`src/rtl/counter_seq_pkg.sv`:
```
// Shared types for the count sequencer: controller states and the
// control bundle that drives the up/down counter datapath.
package counter_seq_pkg;

    localparam int unsigned STATE_W = 2;

    typedef enum logic [STATE_W-1:0] {
        IDLE,
        LOAD,
        RUN,
        DONE
    } seq_state_t;

    typedef struct packed {
        logic clr;
        logic load;
        logic en;
        logic up;
    } ctr_ctrl_t;

endpackage

```
`src/rtl/ud_counter.sv`:
```
// N-bit loadable up/down counter with modulo-2^N wrap.
// Priority: reset, clear, load, enable; holds otherwise.
module ud_counter
    import counter_seq_pkg::*;
#(
    parameter int unsigned N = 8
) (
    input  logic         clk,
    input  logic         rst,
    input  ctr_ctrl_t    ctrl,
    input  logic [N-1:0] d,
    output logic [N-1:0] q
);

    always_ff @(posedge clk) begin
        if (rst) begin
            q <= '0;
        end else if (ctrl.clr) begin
            q <= '0;
        end else if (ctrl.load) begin
            q <= d;
        end else if (ctrl.en) begin
            q <= ctrl.up ? q + N'(1) : q - N'(1);
        end
    end

endmodule

```
`src/rtl/counter_sequencer.sv`:
```
// Runs programmed count sequences on a ud_counter: load start value,
// step toward the end value, pulse done, optionally reload and repeat.
module counter_sequencer
    import counter_seq_pkg::*;
#(
    parameter int unsigned N = 8
) (
    input  logic         clk,
    input  logic         rst,
    input  logic         start,
    input  logic         abort,
    input  logic [N-1:0] start_val,
    input  logic [N-1:0] end_val,
    input  logic         up,
    input  logic         reload,
    output logic         busy,
    output logic         done,
    output logic [N-1:0] cnt
);

    seq_state_t   state, state_nxt;
    ctr_ctrl_t    ctrl;
    logic         latch;
    logic [N-1:0] start_r, end_r;
    logic         up_r, reload_r;

    always_ff @(posedge clk) begin
        if (rst) begin
            state    <= IDLE;
            start_r  <= '0;
            end_r    <= '0;
            up_r     <= 1'b0;
            reload_r <= 1'b0;
        end else begin
            state <= state_nxt;
            if (latch) begin
                start_r  <= start_val;
                end_r    <= end_val;
                up_r     <= up;
                reload_r <= reload;
            end
        end
    end

    always_comb begin
        state_nxt = state;
        ctrl      = '0;
        latch     = 1'b0;
        case (state)
            IDLE: begin
                if (start) begin
                    state_nxt = LOAD;
                    latch     = 1'b1;
                end
            end
            LOAD: begin
                ctrl.load = 1'b1;
                state_nxt = RUN;
            end
            RUN: begin
                if (cnt == end_r) begin
                    state_nxt = DONE;
                end else begin
                    ctrl.en = 1'b1;
                end
            end
            DONE: begin
                state_nxt = reload_r ? LOAD : IDLE;
            end
            default: begin
                state_nxt = IDLE;
            end
        endcase
        ctrl.up = up_r;
        // abort overrides everything, including a start seen in IDLE
        if (abort) begin
            ctrl      = '0;
            ctrl.clr  = 1'b1;
            state_nxt = IDLE;
            latch     = 1'b0;
        end
    end

    assign busy = (state != IDLE);
    assign done = (state == DONE);

    ud_counter #(.N(N)) u_ctr (
        .clk  (clk),
        .rst  (rst),
        .ctrl (ctrl),
        .d    (start_r),
        .q    (cnt)
    );

endmodule

```
`config.mk`:
```
export PLATFORM = sky130hd
export DESIGN_NAME = counter_sequencer
export DESIGN_NICKNAME = d
export VERILOG_FILES = /design/src/rtl/counter_seq_pkg.sv /design/src/rtl/ud_counter.sv /design/src/rtl/counter_sequencer.sv
export SDC_FILE = /design/constraint.sdc
export NUM_CORES = 1
export LEC_CHECK = 0
export CAP_MARGIN = 20
export CORE_MARGIN = 3
export CORE_UTILIZATION = 40
export CTS_BUF_LIST = sky130_fd_sc_hd__clkbuf_2 sky130_fd_sc_hd__clkbuf_4 sky130_fd_sc_hd__clkbuf_8
export CTS_CLUSTER_DIAMETER = 100
export DETAILED_ROUTE_END_ITERATION = 10
export SLEW_MARGIN = 30
export SYNTH_ARGS = -nofsm -noshare
export SYNTH_HDL_FRONTEND = slang
export SYNTH_HIERARCHICAL = 1
export SYNTH_SLANG_ARGS = --single-unit
export TNS_END_PERCENT = 30
```
`constraint.sdc`:
```
create_clock -name clk -period 5.7 [get_ports clk]
set_clock_uncertainty 0.1 [all_clocks]
set_input_delay 1.14 -clock clk [delete_from_list [all_inputs] [get_ports clk]]
set_output_delay 1.14 -clock clk [all_outputs]
set_load 0.02 [all_outputs]
```
; Word-level counts from Yosys, hierarchy flattened
; Cells that the tools add are included.
[totals]
wordCells = 34
regBits = 28
in_bits = 22
output_inout_bits = 10
[op_classes]
eq_ne = 6
n_addsub = 2
muxes = 14
reduce_logical = 6
[op_table]
columns = operator, n
row1 = $mux W8, 3
row2 = $add A8 B1 Y8 const B, 1
row3 = $eq A8 B8 Y1, 1
row4 = $pmux W2 S4, 1
row5 = $sub A8 B1 Y8 const B, 1
row6 = $mux W1, 7
row7 = $eq A2 B2 Y1 const B, 2
row8 = $mux W2, 2
row9 = $mux W4, 1
row10 = $ne A2 B2 Y1 const B, 2
row11 = $reduce_bool A2 Y1, 2
row12 = $reduce_or A2 Y1, 2
row13 = $eq A2 B1 Y1 const B, 1
row14 = $logic_not A2 Y1, 1
row15 = $reduce_and A2 Y1, 1

; Logic depth before layout (Yosys ltp)
[logic_depth]
ltp_word = 7
mapped_depth = 11
depth_no_buf = 9

; Hierarchy
; The synthesis kept the hierarchy.
[by_module_without_submodules]
columns = mod, cells_per_inst, area_per_inst_um2, seq_area_each_um2, n_inst
row1 = counter_sequencer, 116, 928.4, 400.4, 1
row2 = ud_counter, 89, 695.7, 160.2, 1

; Worst setup path after synthesis
; No wires, ideal clock.
[synth_path]
kind = input to register
from = input abort
to = register u_ctr.q[7]
path_buffers = 0
arrival_ns = 2.572
t_required_ns = 5.527
setup_slack_ns = 2.954
setup_time_ns = 0.073
cell_stages = 7
path_cell_list = nor2b_1 -> inv_1 -> ha_1 -> a21oi_2 -> a211oi_1 -> or3_1 -> o211ai_2
[synth_between]
elab_chain_len = 4
elab_cells_between_ends = 6
classes_between = mux: 4 / reduce/logical: 2
[synth_rtl]
columns = element, line
row1 = "start, declared", counter_sequencer.sv:11  ; input logic abort,
row2 = $mux W4 *, counter_sequencer.sv:76  ; if (abort) begin
row3 = $mux W8, ud_counter.sv:23  ; q <= ctrl.up ? q + N'(1) : q - N'(1);
row4 = $mux W8, ud_counter.sv:22  ; end else if (ctrl.en) begin
row5 = $mux W8, ud_counter.sv:20  ; end else if (ctrl.load) begin
row6 = "end signal, assigned", ud_counter.sv:23
row7 = "end, declared", ud_counter.sv:12  ; output logic [N-1:0] q
; Every way passes the cells marked *; elsewhere a longest branch is shown, timed or not. The select of a mux whose other input is x is not followed.
; A chain may end at the register's enable or synchronous reset.

==> impl_metrics.py <==
metrics = {
    "timing": {
        "rsz0062_at_grt": "no",
        "period_share": 0.573,
        "holdWs_ns": 0.361,
        "period_minus_slack_ns": 3.26,
        "fmax_ghz": 0.306,
        "hold_viol": 0,
        "worst_pin_slew_ns": 0.769,
        "max_slew_margin": 0.486,
        "slew_viol_final": 0,
        "setup_violations": 0,
        "tns_ns": 0,
    },
    "setup_path": {
        "critical_path_class": "in -> reg",
        "rrSetupSlack_ns": 3.37,
        "required_ns": 5.81,
        "cp_data_arrival_time_ns": 3.37,
        "setup.worst_path.end_class": "register",
        "worstSetupStartpointType": "input port",
        "worstPathMaxFanout": 8,
    },
    "clocking": {
        "hold_buffers": 0,
        "cts_root_buffer": "clkbuf_8",
        "clock_sinks": 28,
        "cts_inserted_buffers": 3,
        "worstSkewPairLatency_ns": 0.28,
        "cts-resized-gates": 0,
        "h-tree-depth": 1,
        "cts_setup_buffers": 0,
        "cts_tree": "yes",
        "clk_pin_slew_ns": 0.10,
        "cts_buffer_depth": 2,
    },
    "drt": {
        "drcViolationCount": 0,
        "antenna_left": 0,
        "via_count": 1490,
        "drt-initial-drc-count": 62,
        "routedWlPerCell_um": 13.6,
        "dr.pass1.iters": 4,
        "wl_mm": 3.83,
        "vias_per_cell": 5.30,
    },
    "synthesis": {
        "synth_top_family_by_area": "simple AND/OR/NAND/NOR gates",
        "syn_avg_cell_area_um2": 7.92,
        "synthAdderAreaFrac": 0.0971,
        "synth_mux_area_frac": 0.0185,
        "synth-seq-cells": 28,
        "synth_cell_types": 39,
        "ys_warn_count": 6,
        "synth_seq_area_share": 0.345,
        "synth-compound-area-share": 0.201,
        "syn_nets": 239,
        "synth_xor_area_frac": 0.0593,
        "synthSimpleGateAreaFrac": 0.242,
        "synthesis.area_um2": 1620,
        "synthCells": 205,
    },
    "worst_hold_path": {
        "min_path_type": "reg -> reg",
    },
    "power_and_ir_drop": {
        "power_density_nw_per_um2": 218,
        "p_leak_uw": 0.000801,
        "ir_drop_v": 0.000152,
    },
    "global_routing": {
        "grt_antenna_before_repair": 0,
        "overflow": 0,
        "grt_pass1_wl_mm": 6.36,
        "grt_max_degree": 22,
        "grt.total_usage": 0.158,
        "grt_pass1_vias": 1393,
    },
    "finish": {
        "regArea_um2": 561,
        "final_nets": 268,
        "drive_gt1_frac": 0.0429,
        "n_fill_cell": 362,
        "diodes": 0,
        "multi_input_area_um2": 1010,
        "syn2layout_area_growth_pct": 26.1,
    },
    "floorplanning": {
        "core-area_um2": 3800,
        "die-area_um2": 4860,
        "rows": 22,
        "initial_core_util": 0.428,
        "die_x_um": 69.7,
        "io_pins": 32,
        "die_h_um": 69.7,
    },
    "place": {
        "place.detailed.hpwl_mm": 2.88,
        "portBuffers": 31,
        "gp_congestion": 0.878,
    },
    "outcome": {
        "status": "finished clean",
    },
    "flow_run": {
        "max_cap_violations": 0,
    },
}
-- where the power goes --
part	internal [µW]	switching (µW)	leakage (µW)	total, µW
logic	36.0	42.5	0.000538	78.6
clock network	94.1	63.4	0.0000357	157
registers	204	6.57	0.000228	211
-- flip-flops by register name, summed over array words and instances, names as in the netlist --
| signal | flops |
|---|---|
| u_ctr/q | 8 |
| state | 2 |
| up_r | 1 |
| reload_r | 1 |
| start_r | 8 |
| end_r | 8 |
-- stage by stage --
stage                      util  cells  worst slack [ns]  cell area (µm²)  total power (µW)
after global placement    0.518    277              2.24             1970               291
after detailed placement  0.520    277              2.15             1980               294
after global routing      0.539    281              2.23             2050               468
final                     0.539    281              2.44             2050               447
after floorplan               -    205              2.95             1620               262
after CTS                 0.539    281              2.44             2050               451
-- cell type report --
cell class                      count  area share
Multi-Input combinational cell    162       0.494
Timing Repair Buffer               32       0.155
Clock buffer                        3      0.0202
Tap cell                           48      0.0293
Clock inverter                      1      0.0147
Sequential cell                    28       0.274
Inverter                            7      0.0128
-- layer usage --
layer	up-vias	GRT usage	wire, µm
met3	4	0.0319	173
met5	-	0	0
met2	37	0.263	1790
met1	679	0.211	1840
met4	0	0.0362	27
li1	770	-	-
-- critical path, stage by stage --
cell	delay (ns)
clkdlybuf4s50_1	0.56
nor2b_1	0.24
inv_1	0.19
ha_1	0.42
a21oi_2	0.25
a211oi_1	0.12
or3_1	0.39
o211ai_2	0.06
-- layout by cell type (no fill, tap or decap), types with 4 or more instances in the layout --
cell type        instances
ha_1                    11
inv_1                    7
nor2_1                  11
a211oi_1                 4
a21oi_1                 30
nand2_1                 44
nor3b_1                  4
xor2_1                   9
and3_1                   4
clkdlybuf4s50_1         31
dfxtp_1                 28
o21ai_0                  5
-- logic make-up after synthesis --
group,Yosys count
adders and majority gates,12
muxes,3
AOI/OAI and AO/OA,54
buffers and inverters,15
DFF,28
xor gates and xnor gates,11
and+or+nand+nor,82
-- synth_stat cells --
cell type	count	area share
nor3b_2	1	0.0077
inv_1	7	0.016
dfxtp_1	28	0.35
or3_1	1	0.0039
or2_0	1	0.0039
a21oi_2	1	0.0054
and3_1	4	0.015
a31oi_1	1	0.0039
clkbuf_1	5	0.012
nor4b_1	1	0.0054
nor3b_1	4	0.018
o22ai_1	1	0.0039
mux2i_1	3	0.018
nand2b_1	1	0.0039
a21o_1	1	0.0046
a211o_1	3	0.016
o21bai_1	1	0.0046
o211ai_2	1	0.0077
o21ai_0	5	0.015
o211ai_1	3	0.014
ha_1	11	0.085
nand3_1	2	0.0062
nor2_1	12	0.028
fa_1	1	0.012
a211oi_1	4	0.018
a21oi_1	30	0.092
nand2_1	44	0.10
nand3b_1	2	0.0092
nand3_2	1	0.0062
nor4_1	2	0.0077
nand4_1	2	0.0077
o21ai_1	1	0.0031
buf_2	3	0.0092
xor2_1	9	0.049
nor2b_1	3	0.012
o211a_1	1	0.0062
o32ai_1	1	0.0054
xnor2_1	2	0.011
and3b_1	1	0.0054
-- worst paths after layout --
kind	startpoint	depth (start not counted)	endpoint
worst max-delay path	abort	8	u_ctr/q[7]$_SDFFE_PP0P_
worst min-delay path	start_r[3]$_SDFFE_PP0P_	2	start_r[3]$_SDFFE_PP0P_
worst max register to register	u_ctr/q[0]$_SDFFE_PP0P_	9	u_ctr/q[5]$_SDFFE_PP0P_
worst min register to register	start_r[3]$_SDFFE_PP0P_	2	start_r[3]$_SDFFE_PP0P_
No activity file was read; power rests on OpenSTA's default activity.
